==> src/rtl/fp_pkg.sv <==
// Shared IEEE-754 single-precision field layout, integer limits and converter
// state encoding for the float pack/add/convert datapath.
package fp_pkg;

  localparam int SIGN_BIT = 31;
  localparam int EXP_MSB  = 30;
  localparam int EXP_LSB  = 23;
  localparam int EXP_W    = 8;
  localparam int FRAC_W   = 23;
  localparam int MANT_W   = 24;

  localparam int              BIAS         = 127;
  localparam logic [EXP_W-1:0] EXP_ALL_ONES = 8'd255;

  localparam logic [31:0] INT_MAX = 32'h7FFF_FFFF;
  localparam logic [31:0] INT_MIN = 32'h8000_0000;

  typedef enum logic [1:0] {
    IDLE  = 2'd0,
    SHIFT = 2'd1,
    FIX   = 2'd2,
    OUT   = 2'd3
  } state_t;

  // Smaller of the remaining shift count and the per-cycle step.
  function automatic logic [4:0] step_amount(input logic [4:0] cnt, input logic [4:0] step);
    return (cnt < step) ? cnt : step;
  endfunction

endpackage

==> src/rtl/float_to_int_if.sv <==
// Valid/ready handshake bundle for the float-to-integer converter: float word in,
// saturated integer plus exception flags out.
interface float_to_int_if;

  logic        in_valid;
  logic        in_ready;
  logic [31:0] in_data;
  logic        out_valid;
  logic        out_ready;
  logic [31:0] out_data;
  logic        out_overflow;
  logic        out_inexact;
  logic        out_invalid;

  modport master (
    output in_valid, in_data, out_ready,
    input  in_ready, out_valid, out_data, out_overflow, out_inexact, out_invalid
  );

  modport slave (
    input  in_valid, in_data, out_ready,
    output in_ready, out_valid, out_data, out_overflow, out_inexact, out_invalid
  );

endinterface

==> src/rtl/fp_unpack.sv <==
// Combinational IEEE-754 single unpacker: sign, unbiased exponent, mantissa with
// hidden one, and the special-value classes shared with the adder datapath.
module fp_unpack #(
  parameter int BIAS = fp_pkg::BIAS
) (
  input  logic [31:0]       word,
  output logic              sign,
  output logic signed [8:0] e,
  output logic [23:0]       m,
  output logic              is_nan,
  output logic              is_inf,
  output logic              is_zero_or_denorm
);
  import fp_pkg::*;

  logic [EXP_W-1:0]  exp_s;
  logic [FRAC_W-1:0] frac_s;

  // Field split and classification of the incoming word.
  always_comb begin
    exp_s             = word[EXP_MSB:EXP_LSB];
    frac_s            = word[FRAC_W-1:0];
    sign              = word[SIGN_BIT];
    e                 = 9'($signed({1'b0, exp_s}) - $signed(9'(BIAS)));
    m                 = {1'b1, frac_s};
    is_nan            = (exp_s == EXP_ALL_ONES) && (frac_s != 23'd0);
    is_inf            = (exp_s == EXP_ALL_ONES) && (frac_s == 23'd0);
    is_zero_or_denorm = (exp_s == 8'd0);
  end

endmodule

==> src/rtl/float_to_int.sv <==
// IEEE-754 single to signed 32-bit integer, truncating toward zero, with an
// iterative SHIFT_STEP-bits-per-cycle mantissa aligner and saturation flags.
module float_to_int #(
  parameter int SHIFT_STEP = 1,
  parameter int BIAS       = fp_pkg::BIAS
) (
  input  logic           clk,
  input  logic           rst,
  float_to_int_if.slave  bus
);
  import fp_pkg::*;

  localparam logic [4:0] STEP = 5'(SHIFT_STEP);

  logic              sign_s;
  logic signed [8:0] e_s;
  logic [23:0]       m_s;
  logic              is_nan_s;
  logic              is_inf_s;
  logic              is_zd_s;

  state_t      state_r;
  logic [31:0] mag_r;
  logic [4:0]  cnt_r;
  logic        dir_left_r;
  logic        sign_r;
  logic        sticky_r;
  logic        in_ready_r;
  logic        out_valid_r;
  logic [31:0] out_data_r;
  logic        overflow_r;
  logic        inexact_r;
  logic        invalid_r;

  logic signed [8:0] diff_s;
  logic [4:0]        k_s;
  logic              exact_min_s;
  logic [4:0]        amt_s;
  logic [4:0]        cnt_next_s;
  logic [31:0]       discard_mask_s;

  fp_unpack #(.BIAS(BIAS)) u_unpack (
    .word              (bus.in_data),
    .sign              (sign_s),
    .e                 (e_s),
    .m                 (m_s),
    .is_nan            (is_nan_s),
    .is_inf            (is_inf_s),
    .is_zero_or_denorm (is_zd_s)
  );

  // Alignment distance for a new operand and per-cycle shift bookkeeping.
  always_comb begin
    diff_s         = e_s - 9'sd23;
    k_s            = diff_s[8] ? 5'(9'sd0 - diff_s) : 5'(diff_s);
    exact_min_s    = sign_s && (e_s == 9'sd31) && (m_s == 24'h80_0000);
    amt_s          = step_amount(cnt_r, STEP);
    cnt_next_s     = cnt_r - amt_s;
    discard_mask_s = (32'd1 << amt_s) - 32'd1;
  end

  // Converter FSM with registered result, flags and handshake outputs.
  always_ff @(posedge clk) begin
    if (rst) begin
      state_r     <= IDLE;
      mag_r       <= 32'd0;
      cnt_r       <= 5'd0;
      dir_left_r  <= 1'b0;
      sign_r      <= 1'b0;
      sticky_r    <= 1'b0;
      in_ready_r  <= 1'b1;
      out_valid_r <= 1'b0;
      out_data_r  <= 32'd0;
      overflow_r  <= 1'b0;
      inexact_r   <= 1'b0;
      invalid_r   <= 1'b0;
    end else begin
      case (state_r)
        IDLE: begin
          if (bus.in_valid && in_ready_r) begin
            in_ready_r <= 1'b0;
            overflow_r <= 1'b0;
            inexact_r  <= 1'b0;
            invalid_r  <= 1'b0;
            sticky_r   <= 1'b0;
            sign_r     <= sign_s;
            mag_r      <= {8'd0, m_s};
            dir_left_r <= ~diff_s[8];
            cnt_r      <= k_s;
            if (is_nan_s) begin
              out_data_r  <= INT_MIN;
              invalid_r   <= 1'b1;
              out_valid_r <= 1'b1;
              state_r     <= OUT;
            end else if (is_inf_s || (e_s >= 9'sd31 && !exact_min_s)) begin
              out_data_r  <= sign_s ? INT_MIN : INT_MAX;
              overflow_r  <= 1'b1;
              out_valid_r <= 1'b1;
              state_r     <= OUT;
            end else if (is_zd_s || e_s < 9'sd0) begin
              out_data_r  <= 32'd0;
              inexact_r   <= is_zd_s ? (m_s[22:0] != 23'd0) : 1'b1;
              out_valid_r <= 1'b1;
              state_r     <= OUT;
            end else begin
              // An already aligned mantissa skips the shifter entirely.
              state_r <= (k_s == 5'd0) ? FIX : SHIFT;
            end
          end
        end
        SHIFT: begin
          if (dir_left_r) begin
            mag_r <= mag_r << amt_s;
          end else begin
            mag_r    <= mag_r >> amt_s;
            sticky_r <= sticky_r | (|(mag_r & discard_mask_s));
          end
          cnt_r <= cnt_next_s;
          if (cnt_next_s == 5'd0) begin
            state_r <= FIX;
          end
        end
        FIX: begin
          out_data_r  <= sign_r ? (32'd0 - mag_r) : mag_r;
          inexact_r   <= sticky_r;
          out_valid_r <= 1'b1;
          state_r     <= OUT;
        end
        OUT: begin
          if (bus.out_ready) begin
            out_valid_r <= 1'b0;
            in_ready_r  <= 1'b1;
            state_r     <= IDLE;
          end
        end
        default: begin
          out_valid_r <= 1'b0;
          in_ready_r  <= 1'b1;
          state_r     <= IDLE;
        end
      endcase
    end
  end

  assign bus.in_ready     = in_ready_r;
  assign bus.out_valid    = out_valid_r;
  assign bus.out_data     = out_data_r;
  assign bus.out_overflow = overflow_r;
  assign bus.out_inexact  = inexact_r;
  assign bus.out_invalid  = invalid_r;

endmodule

==> src/flat_wrapper.sv <==
// flat-port wrapper written by rule: the top's interface ports become plain ports
module float_to_int_flat import fp_pkg::*;
#(
  parameter int SHIFT_STEP = 1,
  parameter int BIAS       = fp_pkg::BIAS
)
  (clk, rst, bus_in_valid, bus_in_data, bus_out_ready, bus_in_ready, bus_out_valid, bus_out_data, bus_out_overflow, bus_out_inexact, bus_out_invalid);
  float_to_int_if bus_i ();
  input  logic clk;
  input  logic rst;
  input wire logic [$bits(bus_i.in_valid)-1:0] bus_in_valid;
  input wire logic [$bits(bus_i.in_data)-1:0] bus_in_data;
  input wire logic [$bits(bus_i.out_ready)-1:0] bus_out_ready;
  output wire logic [$bits(bus_i.in_ready)-1:0] bus_in_ready;
  output wire logic [$bits(bus_i.out_valid)-1:0] bus_out_valid;
  output wire logic [$bits(bus_i.out_data)-1:0] bus_out_data;
  output wire logic [$bits(bus_i.out_overflow)-1:0] bus_out_overflow;
  output wire logic [$bits(bus_i.out_inexact)-1:0] bus_out_inexact;
  output wire logic [$bits(bus_i.out_invalid)-1:0] bus_out_invalid;
  assign bus_i.in_valid = bus_in_valid;
  assign bus_i.in_data = bus_in_data;
  assign bus_i.out_ready = bus_out_ready;
  assign bus_in_ready = bus_i.in_ready;
  assign bus_out_valid = bus_i.out_valid;
  assign bus_out_data = bus_i.out_data;
  assign bus_out_overflow = bus_i.out_overflow;
  assign bus_out_inexact = bus_i.out_inexact;
  assign bus_out_invalid = bus_i.out_invalid;
  float_to_int #(.SHIFT_STEP(SHIFT_STEP), .BIAS(BIAS)) u_core (.clk(clk), .rst(rst), .bus(bus_i));
endmodule
==> config.mk <==
export PLATFORM = sky130hd
export DESIGN_NAME = float_to_int_flat
export DESIGN_NICKNAME = d
export VERILOG_FILES = /design/src/rtl/fp_pkg.sv /design/src/rtl/float_to_int_if.sv /design/src/rtl/fp_unpack.sv /design/src/rtl/float_to_int.sv /design/src/flat_wrapper.sv
export SDC_FILE = /design/constraint.sdc
export NUM_CORES = 1
export LEC_CHECK = 0
export ABC_AREA = 1
export CORE_ASPECT_RATIO = 1.5
export CORE_MARGIN = 10
export CORE_UTILIZATION = 45
export DETAILED_ROUTE_END_ITERATION = 7
export PLACE_DENSITY = 0.64
export SKIP_CTS_REPAIR_TIMING = 1
export SYNTH_ARGS = -nofsm -noshare
export SYNTH_HDL_FRONTEND = slang
export SYNTH_SLANG_ARGS = --single-unit
==> constraint.sdc <==
create_clock -name clk -period 5.03 [get_ports clk]
set_input_delay 1.006 -clock clk [delete_from_list [all_inputs] [get_ports clk]]
set_output_delay 1.006 -clock clk [all_outputs]
set_load 0.05 [all_outputs]
After elaboration in Yosys (flattened, before gate mapping)
Index checks and enable logic that the tools add are counted.

Add/subtract/negate cells: 6. Magnitude comparators: 3. Equality and inequality tests: 10. Shift-type cells: 3. Mux-type cells: 42. Bitwise logic cells: 3. Reductions and logical operators: 28.

Operators with widths (number): $mux 32 (8); $pmux 32 s2 (2); $and 32x32->32 (1); $reduce_or 32->1 (1); $shl 1x5->32 const A (1); $shl 32x5->32 (1); $shr 32x5->32 (1); $sub 1x32->32 const A (1); $sub 32x1->32 const B (1); $logic_not 23->1 (1); $reduce_bool 23->1 (1); $mux 1 (16); $mux 5 (3); $mux 2 (7); $reduce_and 3->1 (4); $logic_not 5->1 (2); $pmux 5 s2 (1); $eq 9x6->1 const B (1); $ge 9x6->1 const B (1); $lt 9x1->1 const B (1); $sub 8x7->9 const B (1); $sub 9x6->9 const B (1); $eq 8x8->1 const B (1); $logic_not 8->1 (1); other kinds (21) (36).

Register bits: 79. Input port bits: 36. Logic and storage cells: 107.

Longest topological paths before layout
Depth after elaboration: 11. Mapped depth: 15.

Modules after synthesis
Synthesis repeated with hierarchy kept, for this count alone.

Cells, all modules: 1028. Area, all modules: 6034.5 um^2.

By module, submodules not included: float_to_int (instances 1, cells each 948, area each 5574.1 um^2, seq. area each 1581.5 um^2); fp_unpack (instances 1, cells each 80, area each 460.4 um^2, seq. area each 0.0 um^2).

Worst setup path after synthesis
No wires, ideal clock.

Kind: input to register. From: in bus_in_data[23]. To: reg u_core.out_data_r[25] (netlist: u_core.bus.out_data[25]). Arrival: 2444 ps. Required time: 4917 ps. Slack: 2473 ps. Stages on the path: 14. Path buffers: 1. Cell sequence: ha_1 > nand2_1 > nand3_4 > nor2_1 > nand4_1 > nand3_1 > nand3_4 > nand2_4 > inv_4 > buf_8 > nor2_2 > nor2_1 > o21ai_1 > inv_1.

Longest elaborated chain between the ends: 11. Elaborated cells between the ends (all ways): 20. Those cells by class: add/sub: 1; order compare: 2; eq/ne: 3; mux: 4; reduce/logical: 10.

Ends and longest elaborated chain: start, declared (line flat_wrapper.sv:12) `input wire logic [$bits(bus_i.in_data)-1:0] bus_in_data;`; parallel branches: the longest is 11 deep, another holds $sub 8x7->9; end signal, assigned (line float_to_int.sv:96) `out_data_r <= sign_s ? INT_MIN : INT_MAX;`; end signal, assigned (line float_to_int.sv:124) `out_data_r <= sign_r ? (32'd0 - mag_r) : mag_r;`; end, declared (line float_to_int.sv:30) `logic [31:0] out_data_r;`.

Parallel ways; which one is timed is not known. The select of a mux whose other input is x is not followed. A chain may end at the register's enable or synchronous reset.

Worst setup path in the final report
From: in bus_in_data[23]. To: reg u_core.out_data_r[13] (netlist: u_core.bus.out_data[13]).

Same word-level chain as after synthesis.

==> results.yml <==
logic_synthesis:
  synth_top_area_cell: "dfxtp_1"
  async_flop_share_pct: 0
  syn_avg_cell_area_um2: 6.27
  synth_common_cells: "173 x nand2_1, 105 x inv_1, 98 x nor2_1"
  yosys_warnings: 0
  yosysUniqueCellTypes: 47
  ys_seq_area_share_pct: 29.2
  synthFlopType: "dfxtp_1"
  synth_top_area_share_pct: 29.2
  yosys-top-cells-area: "dfxtp_1 29%, nand2_1 12%, inv_1 7.3%"
  synth_edf_count: 0
  synth_seq_cells: 79
  syn_area_um2: 5410
  syn_inst: 863
  syn-num-nets: 910
  yosys.cell_count.top_type: "nand2_1"
grt:
  grt_max_degree: 47
  grt_overflow: 0
  track_usage_pct: 22.3
  antenna_found_initial: 0
  grt_pass1_vias: 5914
  grt_first_pass_wirelength_mm: 30.1
cts:
  cts_buffer_depth: 2
  h-tree-depth: 3
  cts.clk_slew.worst_paths_ns: 0.06
  cts-buffers-inserted: 9
  cts_root_buffer: "clkbuf_16"
  clock_latency_ns: 0.34
  cts_tree: "yes"
  cts_sinks: 79
timing:
  maxSlewHeadroom_pct: 27.9
  hold_viol: 0
  drv_slew: 0
  finClkSkew_ns: 0.00688
  timing.fmax_mhz: 303
  setup_viol: 0
  fin_setup_tns_ns: 0
  worst_pin_slew_ns: 1.08
  whs_ns: 0.468
  finalCriticalPeriod_ns: 3.30
  timing.final.crit_share_pct: 65.5
  rsz0062_at_grt: "false"
floorplanning:
  initial_core_util_pct: 45.5
  coreArea_um2: 11900
  design.die.area_um2: 16900
  ioPinCount: 73
  fp.dieH_um: 154
  die_w_um: 110
  rows: 49
critical_path:
  critPathLaunch: "bus_in_data[23]"
  worstPathMaxFanout: 25
  path_delay_family: "buffers and inverters"
  cp-start-kind: "input port"
  crit_top_cell: "inv_1"
  cp.arrival_ns: 3.53
  path_class: "in -> reg"
  crit_chain: "clkdlybuf4s50_1 -> inv_1 -> ha_1 -> nand4_2 -> a21oi_1 -> nand3_1 -> nand3_4 -> nand2_4 -> nor2_8 -> inv_2 -> o21ai_1 -> inv_1"
  crit_path_max_incr_delay_ns: 0.55
  slowest_stage: "clkdlybuf4s50_1"
  end_kind: "flip-flop"
  crit_buf_inv: 4
  cp.required_ns: 5.26
  r2r-start: "u_core.state_r[1]"
route:
  vias: 6021
  dr.pass1.iters: 5
  post-route-drc-count: 0
  avgRoutedWirePerCell_um: 17.8
  vias_per_cell: 5.61
  wl_mm: 19.1
  drtAntennaViolNets: 0
  first_iter_violations: 427
pwr:
  power_density_nw_per_um2: 796
  ir_drop_uv: 377
  leakage_uw: 0.00282
final_layout:
  final_core_util_pct: 54.8
  area_delta_synth_final_pct: 20.6
  n_antenna_cell: 0
  final_nets: 965
  drive_gt1_share_pct: 6.08
worst_hold_path:
  hp-start: "u_core.cnt_r[4]"
  hold_path.class: "reg -> reg"
place:
  dp_hpwl_mm: 14.6
  port-buffer-count: 72
  gp_congestion: 1.01
run_status:
  status: "finished clean"
run:
  drv_cap: 0
## sequential cells by signal (all words and copies together) (netlist names), 2 cells and up
register	count
u_core.bus.out_data	32
u_core.cnt_r	5
u_core.mag_r	32
u_core.state_r	2
## final timing paths
path         slack (ns)  cells past startpoint                      end
max                1.73                     12  u_core.bus.out_data[13]
min                0.47                      2          u_core.cnt_r[4]
max reg2reg        2.00                     10         u_core.mag_r[30]
min reg2reg        0.47                      2          u_core.cnt_r[4]
## metrics by stage
stage          setup WS (ns)  cell area [µm²]  total power [µW]  instances
4_1_cts                 1.72             6520              5180       1074
2_1_floorplan           2.47             5410              3510        863
5_1_grt                 1.52             6520              5570       1074
6_report                1.73             6520              5190       1074
3_5_place_dp            1.38             6200              4440       1060
3_3_place_gp            1.43             6200              4400       1060
## power by group
| part | total, µW | switching (µW) | internal [µW] |
|---|---|---|---|
| logic | 3330 | 2330 | 1000 |
| registers | 1150 | 239 | 906 |
| clock network | 717 | 260 | 456 |
| total | 5190 | 2830 | 2370 |
## kinds of logic (layout without fill, tap and decap cells)
logic type                 after synthesis  in the layout  share of synthesized area (%)
and+or+nand+nor                        386            386                           31.8
AOI/OAI and AO/OA                      229            229                           24.0
buffers and inverters                  151            209                           11.4
DFF                                     79             79                           29.2
adders and majority gates               11             11                           2.54
xor gates and xnor gates                 7              7                           1.13
## cell usage in the layout, fill, tap and decap left out, types with 2 or more instances in the layout
cell type / n
a221oi_1: 11
nand2_2: 2
a31oi_1: 4
nor2_2: 11
nor2_1: 98
a21oi_1: 78
o2111ai_1: 2
bufinv_16: 2
inv_1: 105
a211oi_1: 2
o21ai_0: 78
o21ai_1: 19
clkbuf_16: 9
dfxtp_1: 79
nand3_1: 57
o22ai_1: 8
ha_1: 11
nor3_1: 17
inv_2: 6
nor4_1: 2
nand4_1: 13
clkbuf_8: 2
clkinv_1: 3
nand4_2: 2
nor2_4: 2
xor2_1: 6
or2_2: 2
o21ai_2: 2
clkdlybuf4s50_1: 72
o221ai_1: 8
nand3_4: 2
nand2_1: 173
o211ai_1: 11
a21o_1: 2
buf_4: 8
## final cells by class
class / count / area, µm²
repair buffers: 80 / 781
fillers: 1246 / 5370
well taps: 153 / 191
flip-flops and latches: 79 / 1580
clock inverters: 3 / 67.6
inverters: 115 / 434
multi-input cells: 633 / 3220
clock buffers: 11 / 253
## routing by layer
layer | part of all wire [%] | GRT usage, % | vias up
li1 | - | - | 2994
met2 | 51 | 40.2 | 216
met5 | 0 | 0 | -
met3 | 4.8 | 3.08 | 56
met4 | 5.4 | 13.2 | 0
met1 | 38 | 23.7 | 2755
## tightest hold or removal path, cell delays in order, from the launching register on
cell,delay (ns)
dfxtp_1,0.31
nand2_1,0.06
a21oi_1,0.06
Power figures use the tool's default switching activity.
